File: src/rtl/sync_fifo_param.sv
// sync_fifo_param: single-clock FIFO with arbitrary depth, occupancy count, almost-full/empty thresholds and sticky error flags.
// Compile-time option SYNC_FIFO_FWFT_EN selects first-word-fall-through read data; undefined gives registered read data.
module sync_fifo_param #(
   parameter int unsigned DATA_WIDTH      = 8,
   parameter int unsigned DEPTH           = 32,
   parameter int unsigned ALMOST_FULL_TH  = 28,
   parameter int unsigned ALMOST_EMPTY_TH = 4
) (
   input  logic                           i_clk,
   input  logic                           i_RST,
   input  logic [DATA_WIDTH-1:0]          i_wr_data,
   input  logic                           i_wr_en,
   output logic                           o_Full_Flag,
   output logic                           o_Almost_Full,
   input  logic                           i_rd_en,
   output logic [DATA_WIDTH-1:0]          o_rd_data,
   output logic                           o_Empty_Flag,
   output logic                           o_Almost_Empty,
   output logic [$clog2(DEPTH+1)-1:0]     o_Count,
   output logic                           o_Overflow,
   output logic                           o_Underflow
);

   localparam int unsigned ADDR_WIDTH = $clog2(DEPTH);
   localparam int unsigned CNT_WIDTH  = $clog2(DEPTH + 1);

   logic [DATA_WIDTH-1:0] mem [DEPTH];
   logic [ADDR_WIDTH-1:0] wr_ptr;
   logic [ADDR_WIDTH-1:0] rd_ptr;
   logic                  wr_acc;
   logic                  rd_acc;

   // Pointers wrap explicitly so any depth works, not only powers of two.
   function automatic logic [ADDR_WIDTH-1:0] ptr_inc(input logic [ADDR_WIDTH-1:0] p);
      return (p == ADDR_WIDTH'(DEPTH - 1)) ? '0 : p + ADDR_WIDTH'(1);
   endfunction

   assign wr_acc = i_wr_en & ~o_Full_Flag;
   assign rd_acc = i_rd_en & ~o_Empty_Flag;

   // All status flags decode from the registered count only.
   assign o_Full_Flag    = (o_Count == CNT_WIDTH'(DEPTH));
   assign o_Empty_Flag   = (o_Count == '0);
   assign o_Almost_Full  = (o_Count >= CNT_WIDTH'(ALMOST_FULL_TH));
   assign o_Almost_Empty = (o_Count <= CNT_WIDTH'(ALMOST_EMPTY_TH));

   always_ff @(posedge i_clk) begin
      if (i_RST) begin
         wr_ptr      <= '0;
         rd_ptr      <= '0;
         o_Count     <= '0;
         o_Overflow  <= 1'b0;
         o_Underflow <= 1'b0;
      end else begin
         if (wr_acc) wr_ptr <= ptr_inc(wr_ptr);
         if (rd_acc) rd_ptr <= ptr_inc(rd_ptr);
         if (wr_acc && !rd_acc)
            o_Count <= o_Count + CNT_WIDTH'(1);
         else if (rd_acc && !wr_acc)
            o_Count <= o_Count - CNT_WIDTH'(1);
         if (i_wr_en && o_Full_Flag)  o_Overflow  <= 1'b1;
         if (i_rd_en && o_Empty_Flag) o_Underflow <= 1'b1;
      end
   end

   // Storage is never cleared; reset only blocks the write.
   always_ff @(posedge i_clk) begin
      if (!i_RST && wr_acc) mem[wr_ptr] <= i_wr_data;
   end

`ifdef SYNC_FIFO_FWFT_EN
   assign o_rd_data = mem[rd_ptr];
`else
   always_ff @(posedge i_clk) begin
      if (i_RST)
         o_rd_data <= '0;
      else if (rd_acc)
         o_rd_data <= mem[rd_ptr];
   end
`endif

endmodule

File: config.mk
export PLATFORM = sky130hd
export DESIGN_NAME = sync_fifo_param
export DESIGN_NICKNAME = d
export VERILOG_FILES = /design/src/rtl/sync_fifo_param.sv
export SDC_FILE = /design/constraint.sdc
export NUM_CORES = 1
export LEC_CHECK = 0
export CORE_MARGIN = 5
export CORE_UTILIZATION = 45
export CTS_CLUSTER_DIAMETER = 200
export DETAILED_ROUTE_END_ITERATION = 16
export GPL_TIMING_DRIVEN = 0
export HOLD_SLACK_MARGIN = 0.02
export SYNTH_ARGS = -nofsm -noshare
export SYNTH_HDL_FRONTEND = slang
export SYNTH_SLANG_ARGS = --single-unit
File: constraint.sdc
create_clock -name i_clk -period 9.7 [get_ports i_clk]
set_input_delay 0.97 -clock i_clk [delete_from_list [all_inputs] [get_ports i_clk]]
set_output_delay 0.97 -clock i_clk [all_outputs]
set_load 0.005 [all_outputs]
==> impl_metrics.ini, run 1 <==
[clock_tree]
cts_setup_buffers = 0
clkTransAtPathRegs_ns = 0.06
cts_sinks = 282
root_buffer = clkbuf_16
cts_hold_buf = 0
h-tree-depth = 1
clk_latency_ns = 0.55
cts_tree = built
cts_resized = 0
numCtsBuffers = 30
cts_buffer_depth = 3

[worst_setup_path]
worstSetupPathType = reg2reg
reg2reg_depth = 12
cp.required_ns = 10.16
reg2reg_slack_ns = 6.07
critPathMaxFanout = 10
cp-end-kind = register
r2r-start = o_Count[0]
critPathCapture = o_Count[4]
startpoint = o_Count[0]
start_kind = register
crit_arrival_ns = 4.09
r2r-end = o_Count[4]

[floorplanning]
die_w_um = 168.9
std_cell_rows = 58
start_util_pct = 45.37
die_area_sq_um = 28520
boundaryPins = 32
die_h_um = 168.9
core_area_sq_um = 25040

[final_layout]
layout-drive-gt1-share_pct = 16.71
fin_area_sq_um = 13090
regArea_sq_um = 8208
final_cells = 1066
area_growth_syn_to_layout_pct = 15.20
nFillCells = 1994
fin_nets = 738
diodes = 0
multi_input_area_sq_um = 2958
utilization_pct = 52.27

[pwr]
p_leak_nw = 4.092
p_per_area_nw_per_um2 = 241.9
finalPower_mw = 3.166
ir_drop_mv = 0.1557

[min_path]
min_path_type = reg2reg

[detailed_routing]
vias_per_cell = 5.799
firstDrtPassIters = 5
via_count = 6182
routed_wl_um = 25610
drtIter0Drc = 543
drc = 0
drtAntennaViolNets = 0
post_drt_wl_per_cell_um = 24.02

[placement]
dp_slack_ns = 5.794
dpl.hpwl_um = 16980
gp_congestion = 0.8835
dp_cells = 1010
numPortBuffers = 31
place_area_sq_um = 12080

[sta]
final.setup.worst_slack_ns = 6.070
fmax_mhz = 275.5
hold_ws_ns = 0.4599
relSlewSlack_pct = 11.93
slew_viol_final = 0
finalCritPeriodShare_pct = 37.42
final.setup_skew_ns = 0.02075
worst_slew_pin_slew_ns = 1.317
post-route-min-period_ns = 3.630
final.setup.tns_ns = 0
hold_viol = 0
rsz0062_at_grt = no
setup_viol_count_final = 0

[logic_synthesis]
synth_top_cells_by_count = edfxtp_1, mux4_2, nor2_1
synth_area_per_cell_sq_um = 17.50
ys_warn_count = 0
synthArstFlopShare_pct = 0
synthDistinctLibCells = 47
ys.flop_type = edfxtp_1
yosysMostFrequentCell = edfxtp_1
synthCells = 649
synth_area_sq_um = 11360
yosys.area.top_type = edfxtp_1
synth_enable_flop_cells = 256
synth_seq_cells = 282
synth_area_leaders = edfxtp_1, mux4_2, dfxtp_1
yosysSeqAreaShare_pct = 72.25
netlist.area_leader.share_pct = 67.67
syn-num-nets = 675

[run_status]
outcome = complete, no violations

[global_routing]
grt_pass1_wl_um = 38220
antenna_found_initial = 0
grt_max_degree = 33
grt_pass1_vias = 6180
grt-ovfl-total = 0
grt_use_total_pct = 17.86

[flow_run]
cap_violations = 0
-- worst max-delay path: stages (launching register included) --
cell and delay, ns:
dfxtp_1 0.40, or4_4 0.60, o31ai_1 0.29, buf_2 0.27, inv_1 0.09, ha_1 0.29, inv_1 0.24, ha_1 0.29
nor2b_1 0.14, o21a_1 0.18, o21ai_0 0.14, or3b_2 0.45, a21oi_1 0.16
-- cell type report --
class | instances | area share [%]
clock inverters | 18 | 1.778
repair buffers | 31 | 2.295
flip-flops and latches | 282 | 62.72
multi-input cells | 323 | 22.60
well taps | 330 | 3.155
clock buffers | 38 | 5.966
inverters | 10 | 0.2868
plain buffers | 34 | 1.195
-- power by group --
part / leakage [nW] / switching (mW) / internal (mW)
combinational: 1.09 / 0.334 / 0.288
sequential: 2.52 / 0.0306 / 1.36
clock: 0.482 / 0.450 / 0.703
-- worst min path at each step --
stage                 start            to  slack [ns]  cells past startpoint
4_1_cts        o_rd_data[6]  o_rd_data[6]        0.46                      2
2_1_floorplan  o_rd_data[6]  o_rd_data[6]        0.45                      2
6_report       o_rd_data[6]  o_rd_data[6]        0.46                      2
5_1_grt        o_rd_data[6]  o_rd_data[6]        0.50                      2
3_3_place_gp   o_rd_data[6]  o_rd_data[6]        0.45                      2
3_5_place_dp   o_rd_data[6]  o_rd_data[6]        0.45                      2
-- routing by layer --
layer  vias up  global-route usage [%]  part of all wire [%]
li1       2739                       -                     -
met1      3153                   25.18                    44
met2       245                   28.62                    47
met3        45                   3.129                   6.5
met4         0                   5.610                   2.9
met5         -                       0                     0
-- sequential cells by signal (all words and copies together) (netlist names) --
| name | cells |
|---|---|
| o_Count | 6 |
| wr_ptr | 5 |
| o_Overflow | 1 |
| mem | 256 |
| rd_ptr | 5 |
| o_Underflow | 1 |
| o_rd_data | 8 |
-- placed cells by master, fill, tap and decap left out, types with 10 or more instances in the layout --
cell type / n
edfxtp_1: 256
nor2_1: 50
mux4_2: 50
mux2i_1: 39
clkbuf_16: 30
nand2_1: 29
clkdlybuf4s50_1: 29
clkbuf_1: 26
dfxtp_1: 26
a21oi_1: 18
o21ai_0: 15
a221oi_1: 14
ha_1: 13
buf_2: 10
nor2b_1: 10
-- cells by family after synthesis --
family                   Yosys count  synth area share [%]
buffers and inverters             44                 1.707
adder cells (fa/ha/maj)           14                 1.608
AND/OR/NAND/NOR                  141                 6.532
flip-flops                       282                 72.25
AO/OA/AOI/OAI                     77                 4.395
multiplexers                      89                 13.35
XOR/XNOR                           2                0.1542
No activity file was read; power rests on OpenSTA's default activity.
==> run 2, diff against run 1 <==
- clock period: 9.7 -> 3.67 ns (I/O delays scaled with it)
==> run 2 against run 1 <==
Register-to-register slack lost 5.9 ns. Sequential power increased to 2.6 times the previous value. Sequential share of layout area about the same. Global-route usage stayed put. Critical path type unchanged.
==> impl_metrics.ini, run 2 (same netlist as run 1, synthesis figures left out) <==
[detailed_routing]
firstDrtPassIters = 5
drtAntennaViolNets = 0
vias_per_cell = 5.808
drc = 0
routed_wl_um = 25580
drtIter0Drc = 513
via_count = 6185
post_drt_wl_per_cell_um = 24.02

[floorplanning]
boundaryPins = 32
die_h_um = 168.9
start_util_pct = 45.37
die_area_sq_um = 28520
core_area_sq_um = 25040
die_w_um = 168.9
std_cell_rows = 58

[global_routing]
grt_use_total_pct = 17.86
grt_max_degree = 33
grt_pass1_wl_um = 38220
grt_pass1_vias = 6180
grt-ovfl-total = 0
antenna_found_initial = 0

[worst_setup_path]
critPathCapture = o_Count[4]
cp_slowest_cell = or4_4
slowest_delay_ns = 0.60
crit_arrival_ns = 3.96
crit_top_cell = ha_1
path_buf_inv = 3
path_delay_family = simple AND/OR/NAND/NOR gates
cp.required_ns = 4.13
critPathMaxFanout = 10
startpoint = o_Count[0]
cp-end-kind = register
reg2reg_depth = 12
reg2reg_slack_ns = 0.17
r2r-end = o_Count[4]
critical_path_depth = 12
start_kind = register
path_cells = or4_4 > o31ai_1 > buf_2 > inv_1 > ha_1 > inv_2 > ha_1 > nor2b_1 > o21a_1 > o21ai_0 > or3b_2 > a21oi_1
r2r-start = o_Count[0]
worstSetupPathType = reg2reg

[clock_tree]
cts_hold_buf = 0
root_buffer = clkbuf_16
cts_sinks = 282
clk_latency_ns = 0.55
h-tree-depth = 1
cts_setup_buffers = 0
cts_buffer_depth = 3
cts_resized = 0
clkTransAtPathRegs_ns = 0.06
cts_tree = built
numCtsBuffers = 30

[sta]
slew_viol_final = 0
relSlewSlack_pct = 10.81
setup_viol_count_final = 0
post-route-min-period_ns = 3.503
fmax_mhz = 285.5
final.setup_skew_ns = 0.02026
worst_slew_pin_slew_ns = 1.334
finalCritPeriodShare_pct = 95.45
final.setup.tns_ns = 0
hold_viol = 0
rsz0062_at_grt = no

[final_layout]
final_common_cell = edfxtp_1
area_growth_syn_to_layout_pct = 15.17
mostFrequentLayoutCells = edfxtp_1, nor2_1, mux4_2
regMostFlops = mem
reg_top3 = mem: 256 flops, o_rd_data: 8 flops, o_Count: 6 flops
diodes = 0
fin_nets = 737
layout-drive-gt1-share_pct = 16.87
largest_register_ffs = 256
final_cells = 1065

[pwr]
p_leak_nw = 4.090
ir_drop_mv = 0.4117
p_per_area_nw_per_um2 = 639.3
finalPower_mw = 8.364

[placement]
dpl.hpwl_um = 16980
gp_congestion = 0.8835
numPortBuffers = 31
dp_cells = 1010

[min_path]
min_path_type = in2reg
hold_start = i_wr_data[2]

[run_status]
outcome = complete, no violations

[flow_run]
cap_violations = 0
run 2: cell types whose count changed in the layout (fill, tap and decap cells not counted), sizes merged:
cell	previous run	this run
clkbuf	56	55
run 2: worst min path at each step:
| stage | to | slack, ns | cells after the start |
|---|---|---|---|
| 2_1_floorplan | o_rd_data[6] | 0.45 | 2 |
| 3_3_place_gp | o_rd_data[6] | 0.45 | 2 |
| 3_5_place_dp | o_rd_data[6] | 0.45 | 2 |
| 4_1_cts | o_rd_data[6] | 0.46 | 2 |
| 5_1_grt | mem[26][2] | 0.43 | 1 |
| 6_report | mem[10][2] | 0.41 | 1 |
run 2: per-layer routing:
layer | global-route usage, % | part of all wire [%] | routed length [um] | up-vias
met3 | 3.129 | 6.7 | 1709 | 47
met1 | 25.18 | 44 | 11150 | 3180
met2 | 28.62 | 47 | 11960 | 223
met4 | 5.610 | 3.0 | 757 | 0
li1 | - | - | - | 2735
met5 | 0 | 0 | 0 | -
run 2: where the power goes:
group          internal (mW)  switching, mW
Combinational          0.760          0.875
Clock                   1.86           1.19
Sequential              3.59         0.0886
run 2: layout make-up:
class                      count  area [sq um]
fill                        1994         11950
sequential                   282          8208
multi-input combinational    323          2958
clock buffer                  38         780.7
tap                          330         412.9
timing repair buffer          31         300.3
clock inverter                18         232.7
buffer                        33         152.6
inverter                      10         37.54
run 2: per-stage QoR:
step	util [%]	hold WS, ns	worst slack, ns	area, sq um
3_3_place_gp	48.26	0.4506	0.2398	12080
4_1_cts	52.31	0.4619	0.07143	13100
5_1_grt	52.25	0.4285	0.002493	13080
2_1_floorplan	-	0.4483	0.5644	11360
3_5_place_dp	48.26	0.4529	0.08495	12080
6_report	52.25	0.4090	0.1672	13080
